$ cat config.mk
export PLATFORM = sky130hd
export DESIGN_NAME = voice_mix_engine
export DESIGN_NICKNAME = d
export VERILOG_FILES = /design/src/rtl/voice_mix_engine.sv
export SDC_FILE = /design/constraint.sdc
export NUM_CORES = 1
export LEC_CHECK = 0
export ABC_AREA = 0
export CAP_MARGIN = 20
export CORE_MARGIN = 1
export CORE_UTILIZATION = 60
export DETAILED_ROUTE_END_ITERATION = 10
export HOLD_SLACK_MARGIN = 0.08
export PLACE_DENSITY_LB_ADDON = 0.15
export SLEW_MARGIN = 40
export SYNTH_ARGS = -nofsm -noshare
export SYNTH_HDL_FRONTEND = slang
export SYNTH_SLANG_ARGS = --single-unit
$ cat constraint.sdc
create_clock -name AUDIO_CLK -period 13.3 [get_ports AUDIO_CLK]
set_input_delay 3.99 -clock AUDIO_CLK [delete_from_list [all_inputs] [get_ports AUDIO_CLK]]
set_output_delay 3.99 -clock AUDIO_CLK [all_outputs]
set_load 0.005 [all_outputs]
$ cat src/rtl/voice_mix_engine.sv
// voice_mix_engine: per-frame voice mixer.
// On each rising edge of trig it scans every voice in order. Each voice sample is
// multiplied by a per-channel unsigned gain and added into a wide per-channel
// accumulator. At the end of the frame each accumulator is shifted right, saturated
// and registered onto sound_out, and frame_done pulses for one cycle.
// Ports:
//   AUDIO_CLK     clock
//   reset_data    synchronous active-high reset
//   trig          sample trigger; a frame starts on its rising edge
//   voice_active  per-voice enable; 0 makes the voice contribute zero
//   voice_addr    voice index being read
//   voice_rd      read strobe; the source returns data one cycle later
//   voice_sample  signed sample for last cycle's address
//   voice_gain    per-channel gains for that voice, aligned with voice_sample
//   overrun_clr   clears the overrun flag
//   sound_out     registered mix, channel c at [c*OUT_WIDTH +: OUT_WIDTH]
//   frame_done    one-cycle pulse when sound_out updates
//   busy          high from frame start until frame_done
//   overrun       sticky; set when a trigger edge arrives while busy
module voice_mix_engine #(
    parameter int unsigned VOICES     = 32,
    parameter int unsigned CHANNELS   = 2,
    parameter int unsigned IN_WIDTH   = 24,
    parameter int unsigned GAIN_WIDTH = 8,
    parameter int unsigned OUT_WIDTH  = 24,
    parameter int unsigned SHIFT      = 8,
    parameter int unsigned AW         = (VOICES > 1) ? $clog2(VOICES) : 1
) (
    input  logic                           AUDIO_CLK,
    input  logic                           reset_data,
    input  logic                           trig,
    input  logic [VOICES-1:0]              voice_active,
    output logic [AW-1:0]                  voice_addr,
    output logic                           voice_rd,
    input  logic [IN_WIDTH-1:0]            voice_sample,
    input  logic [CHANNELS*GAIN_WIDTH-1:0] voice_gain,
    input  logic                           overrun_clr,
    output logic [CHANNELS*OUT_WIDTH-1:0]  sound_out,
    output logic                           frame_done,
    output logic                           busy,
    output logic                           overrun
);

    localparam int unsigned PROD_W = IN_WIDTH + GAIN_WIDTH + 1;
    localparam int unsigned ACC_W  = IN_WIDTH + GAIN_WIDTH + AW + 1;
    localparam logic [AW-1:0] LAST_ADDR = AW'(VOICES - 1);
    localparam logic signed [ACC_W-1:0] SAT_MAX =
        {{(ACC_W-OUT_WIDTH+1){1'b0}}, {(OUT_WIDTH-1){1'b1}}};
    localparam logic signed [ACC_W-1:0] SAT_MIN =
        {{(ACC_W-OUT_WIDTH+1){1'b1}}, {(OUT_WIDTH-1){1'b0}}};

    typedef enum logic [1:0] {
        S_IDLE  = 2'd0,
        S_FETCH = 2'd1,
        S_DRAIN = 2'd2,
        S_SCALE = 2'd3
    } state_t;

    state_t                      r_state;
    state_t                      w_state_nxt;
    logic                        r_trig_q;
    logic                        w_start;
    logic [AW-1:0]               r_addr_q;
    logic                        r_rd_q;
    logic signed [ACC_W-1:0]     r_acc [CHANNELS];
    logic signed [PROD_W-1:0]    w_prod [CHANNELS];
    logic signed [ACC_W-1:0]     w_shift [CHANNELS];
    logic [CHANNELS*OUT_WIDTH-1:0] w_sat;
    logic [AW-1:0]               w_addr_nxt;
    logic                        w_rd_nxt;
    logic                        w_busy_nxt;
    logic                        w_done_nxt;
    logic                        w_acc_clr;
    logic                        w_load_out;

    assign w_start = trig & ~r_trig_q;

    // Next-state and registered-output decode
    always_comb begin
        w_state_nxt = r_state;
        w_addr_nxt  = voice_addr;
        w_rd_nxt    = voice_rd;
        w_busy_nxt  = busy;
        w_done_nxt  = 1'b0;
        w_acc_clr   = 1'b0;
        w_load_out  = 1'b0;
        case (r_state)
            S_IDLE: begin
                if (w_start) begin
                    w_state_nxt = S_FETCH;
                    w_addr_nxt  = '0;
                    w_rd_nxt    = 1'b1;
                    w_busy_nxt  = 1'b1;
                    w_acc_clr   = 1'b1;
                end
            end
            S_FETCH: begin
                if (voice_addr == LAST_ADDR) begin
                    w_rd_nxt    = 1'b0;
                    w_state_nxt = S_DRAIN;
                end else begin
                    w_addr_nxt = voice_addr + AW'(1);
                end
            end
            S_DRAIN: w_state_nxt = S_SCALE;
            S_SCALE: begin
                w_load_out  = 1'b1;
                w_done_nxt  = 1'b1;
                w_busy_nxt  = 1'b0;
                w_state_nxt = S_IDLE;
            end
            default: w_state_nxt = S_IDLE;
        endcase
    end

    // Per-channel product, shift and saturation
    always_comb begin
        w_sat = '0;
        for (int c = 0; c < int'(CHANNELS); c++) begin
            w_prod[c]  = PROD_W'($signed(voice_sample)) *
                         PROD_W'($signed({1'b0, voice_gain[c*GAIN_WIDTH +: GAIN_WIDTH]}));
            w_shift[c] = r_acc[c] >>> SHIFT;
            if (w_shift[c] > SAT_MAX) begin
                w_sat[c*OUT_WIDTH +: OUT_WIDTH] = SAT_MAX[OUT_WIDTH-1:0];
            end else if (w_shift[c] < SAT_MIN) begin
                w_sat[c*OUT_WIDTH +: OUT_WIDTH] = SAT_MIN[OUT_WIDTH-1:0];
            end else begin
                w_sat[c*OUT_WIDTH +: OUT_WIDTH] = w_shift[c][OUT_WIDTH-1:0];
            end
        end
    end

    // State, control outputs and overrun flag
    always_ff @(posedge AUDIO_CLK) begin
        if (reset_data) begin
            r_state    <= S_IDLE;
            r_trig_q   <= 1'b0;
            r_addr_q   <= '0;
            r_rd_q     <= 1'b0;
            voice_addr <= '0;
            voice_rd   <= 1'b0;
            busy       <= 1'b0;
            frame_done <= 1'b0;
            overrun    <= 1'b0;
            sound_out  <= '0;
        end else begin
            r_state    <= w_state_nxt;
            r_trig_q   <= trig;
            // Delayed address tracks the voice whose data is arriving this cycle
            r_addr_q   <= voice_addr;
            r_rd_q     <= voice_rd;
            voice_addr <= w_addr_nxt;
            voice_rd   <= w_rd_nxt;
            busy       <= w_busy_nxt;
            frame_done <= w_done_nxt;
            // A set in the same cycle as a clear takes priority
            if (w_start && (r_state != S_IDLE)) begin
                overrun <= 1'b1;
            end else if (overrun_clr) begin
                overrun <= 1'b0;
            end
            if (w_load_out) begin
                sound_out <= w_sat;
            end
        end
    end

    // Accumulators; each is wide enough that a full frame never wraps
    always_ff @(posedge AUDIO_CLK) begin
        for (int c = 0; c < int'(CHANNELS); c++) begin
            if (reset_data || w_acc_clr) begin
                r_acc[c] <= '0;
            end else if (r_rd_q && voice_active[r_addr_q]) begin
                r_acc[c] <= r_acc[c] + ACC_W'(w_prod[c]);
            end
        end
    end

endmodule

==> results.sh <==
export IMPL_avgSynthCellArea_sq_um=8.96
export IMPL_drive_gt1_frac=0.0326
export IMPL_clock_sinks=142
export IMPL_finalWirelength_um=48200
export IMPL_grt_pass1_vias=17800
export IMPL_antenna_cells=0
export IMPL_synth_flop_cell="edfxtp_1"
export IMPL_p_leak_uw=0.0117
export IMPL_grt_use_met1=0.348
export IMPL_end_kind="flop"
export IMPL_grt_antenna_before_repair=1
export IMPL_viasPerCell=5.59
export IMPL_syn_nets=3067
export IMPL_root_buffer="clkbuf_16"
export IMPL_fin_crit_sh=0.782
export IMPL_finalHoldViolCount=0
export IMPL_violations="DRC"
export IMPL_numCtsBuffers=17
export IMPL_synth_seq_cells=142
export IMPL_max_vdd_ir_drop_mv=0.209
export IMPL_crit_start="voice_sample[23]"
export IMPL_synth_area_leaders="fa_1, edfxtp_1, ha_1, inv_1, dfxtp_1"
export IMPL_ios=133
export IMPL_path_max_fanout=16
export IMPL_die_w_um=193
export IMPL_globalplace_congestion=0.926
export IMPL_dr_pass1_iters=10
export IMPL_cp_slowest_cell="clkdlybuf4s50_1"
export IMPL_reg2reg_from="r_acc[0][12]"
export IMPL_fin_crit_ps=10400
export IMPL_postLayoutCellArea_sq_mm=0.0241
export IMPL_vias=16700
export IMPL_status="complete, but fails checks"
export IMPL_grtUsageMet3=0.0397
export IMPL_post_cts_buffers=0
export IMPL_crit_buf_inv=6
export IMPL_synth_top_area_share=0.339
export IMPL_regToRegEndpoint="r_acc[0][29]"
export IMPL_final_setup_tns_ps=0
export IMPL_yosysMostFrequentCell="inv_1"
export IMPL_setup_viol=0
export IMPL_path_cells="clkdlybuf4s50_1 -> nand2_1 -> fa_1 -> inv_1 -> fa_1 -> inv_1 -> fa_1 -> inv_1 -> fa_1 -> inv_1 -> fa_1 -> inv_1 -> ha_1 -> a21o_1 -> a21oi_1 -> nor2_1 -> nor4_1 -> o41ai_1 -> nor3_1 -> a21o_1 -> a2111oi_0"
export IMPL_yosys_area_top_type="fa_1"
export IMPL_overflow=0
export IMPL_max_freq_mhz=96.2
export IMPL_post_cts_resized=0
export IMPL_cts_tree="built"
export IMPL_dp_hpwl_um=38200
export IMPL_place_area_sq_mm=0.0235
export IMPL_clk_pin_slew_ps=70
export IMPL_power_total_uw=6310
export IMPL_critPathTopFamily="adder cells"
export IMPL_yosys_warnings=0
export IMPL_final_max_slew_viol_count=0
export IMPL_cp_data_required_time_ps=13470
export IMPL_path_class="input pin to flop"
export IMPL_ys_types=60
export IMPL_initial_core_util=0.614
export IMPL_reg2reg_slack_ps=9430
export IMPL_grt_pass1_wl_um=84300
export IMPL_die_h_um=193
export IMPL_top_usage_layer="met2"
export IMPL_worstSkewPairLatency_ps=460
export IMPL_fin_cells=2980
export IMPL_maxCapViolations=0
export IMPL_synth_edf_count=76
export IMPL_cts_hold_buf=0
export IMPL_fp_dieArea_sq_mm=0.0374
export IMPL_worst_clock_skew_ps=10.4
export IMPL_synth_area_sq_mm=0.0220
export IMPL_n_fill_cell=2960
export IMPL_relSlewSlack=0.438
export IMPL_drtIter0Drc=931
export IMPL_area_delta_synth_final_pct=9.64
export IMPL_synth_common_cells="inv_1, fa_1, nand2_1, and2_1, ha_1"
export IMPL_synth_seq_area_share=0.164
export IMPL_grt_max_degree=78
export IMPL_port_buffers=132
export IMPL_arrival_ps=10570
export IMPL_dp_cells=2948
export IMPL_drc=7
export IMPL_ant_nets=0
export IMPL_fin_nets=3118
export IMPL_core_area_sq_mm=0.0358
export IMPL_holdWs_ps=468
export IMPL_rsz0062_at_grt="false"
export IMPL_syn_inst=2455
export IMPL_rows=69
export IMPL_tightest_slew_ps=841
export IMPL_crit_end="r_acc[0][36]"
export IMPL_grt_usage=0.277
export IMPL_slowest_delay_ps=950
export IMPL_worst_path_stages=21
export IMPL_wl_per_cell_um=16.2
export IMPL_cts_path_max_buffers=2
export IMPL_grtUsageMet2=0.489
export IMPL_worstHoldPathType="flop to flop"
export IMPL_power_density_mw_per_mm2=262
export IMPL_ff2ff_path_depth=12
export IMPL_synth_async_reset_ratio=0
export IMPL_htree_levels=4
export IMPL_start_kind="input pin"
## worst min-delay path by stage
stage / from / endpoint / slack (ps) / cells after the start
after detailed placement: sound_out[21] / sound_out[21] / 460 / 2
after global routing: sound_out[13] / sound_out[13] / 480 / 2
after floorplan: overrun / overrun / 460 / 2
after global placement: sound_out[46] / sound_out[46] / 460 / 2
final: sound_out[21] / sound_out[21] / 470 / 2
after CTS: sound_out[21] / sound_out[21] / 470 / 2
## state kept, by name, summed over array words and instances, names as in the netlist
| name | cells |
|---|---|
| overrun | 1 |
| r_rd_q | 1 |
| r_state | 2 |
| r_trig_q | 1 |
| busy | 1 |
| r_addr_q | 5 |
| r_acc | 76 |
| voice_addr | 5 |
| frame_done | 1 |
| sound_out | 48 |
| voice_rd | 1 |
## layer usage
layer / vias up / wire, um
met5: - / 15
met4: 2 / 1280
met3: 86 / 2280
met2: 448 / 24700
met1: 8408 / 19900
li1: 7727 / -
## cell type report
class,instances,area (sq um),share of cell area
flip-flops and latches,142,3600,0.149
well taps,461,577,0.0239
repair buffers,137,1280,0.0530
multi-input cells,1688,16000,0.665
inverters,520,1950,0.0809
clock inverters,15,231,0.00960
clock buffers,17,425,0.0176
## where the power goes
part | switching (uW) | leakage, uW | internal, uW
Clock | 215 | 0.000316 | 336
Sequential | 49.2 | 0.00135 | 552
Combinational | 3090 | 0.0101 | 2070
## cell usage in the layout, fill, tap and decap left out, types with 16 or more instances in the layout
cell type,netlist,final
clkdlybuf4s50_1,0,115
ha_1,164,163
clkbuf_16,0,17
inv_1,520,520
dfxtp_1,66,66
buf_2,7,17
nand2_1,256,255
xnor2_1,29,29
a21oi_1,127,127
o21ai_0,89,89
nor2_1,111,111
a21o_1,35,35
xor2_1,27,27
nor3_1,26,26
fa_1,372,372
nand3_1,17,17
and2_1,192,192
a31oi_1,16,16
nand4_1,21,21
nand2b_1,57,57
edfxtp_1,76,76
## worst min-delay path, stage by stage, from the launching register on
cell and delay, ps:
dfxtp_1 310, nand2b_1 60, a21oi_1 50
## kinds of logic after synthesis
kind of cell / count (synthesis) / synth area share
AND/OR/NAND/NOR: 739 / 0.168
multiplexers: 17 / 0.0136
flip-flops: 142 / 0.164
XOR/XNOR: 56 / 0.0223
AO/OA/AOI/OAI: 340 / 0.0926
adder cells (fa/ha/maj): 536 / 0.432
buffers and inverters: 625 / 0.107
## metrics by stage
step                      setup slack [ps]  utilization
after floorplan                       3970            -
after global placement                2520        0.657
after detailed placement              2490        0.657
after CTS                             2760        0.675
after global routing                  2430        0.673
final                                 2900        0.673
No activity file was read; power rests on OpenSTA's default activity.
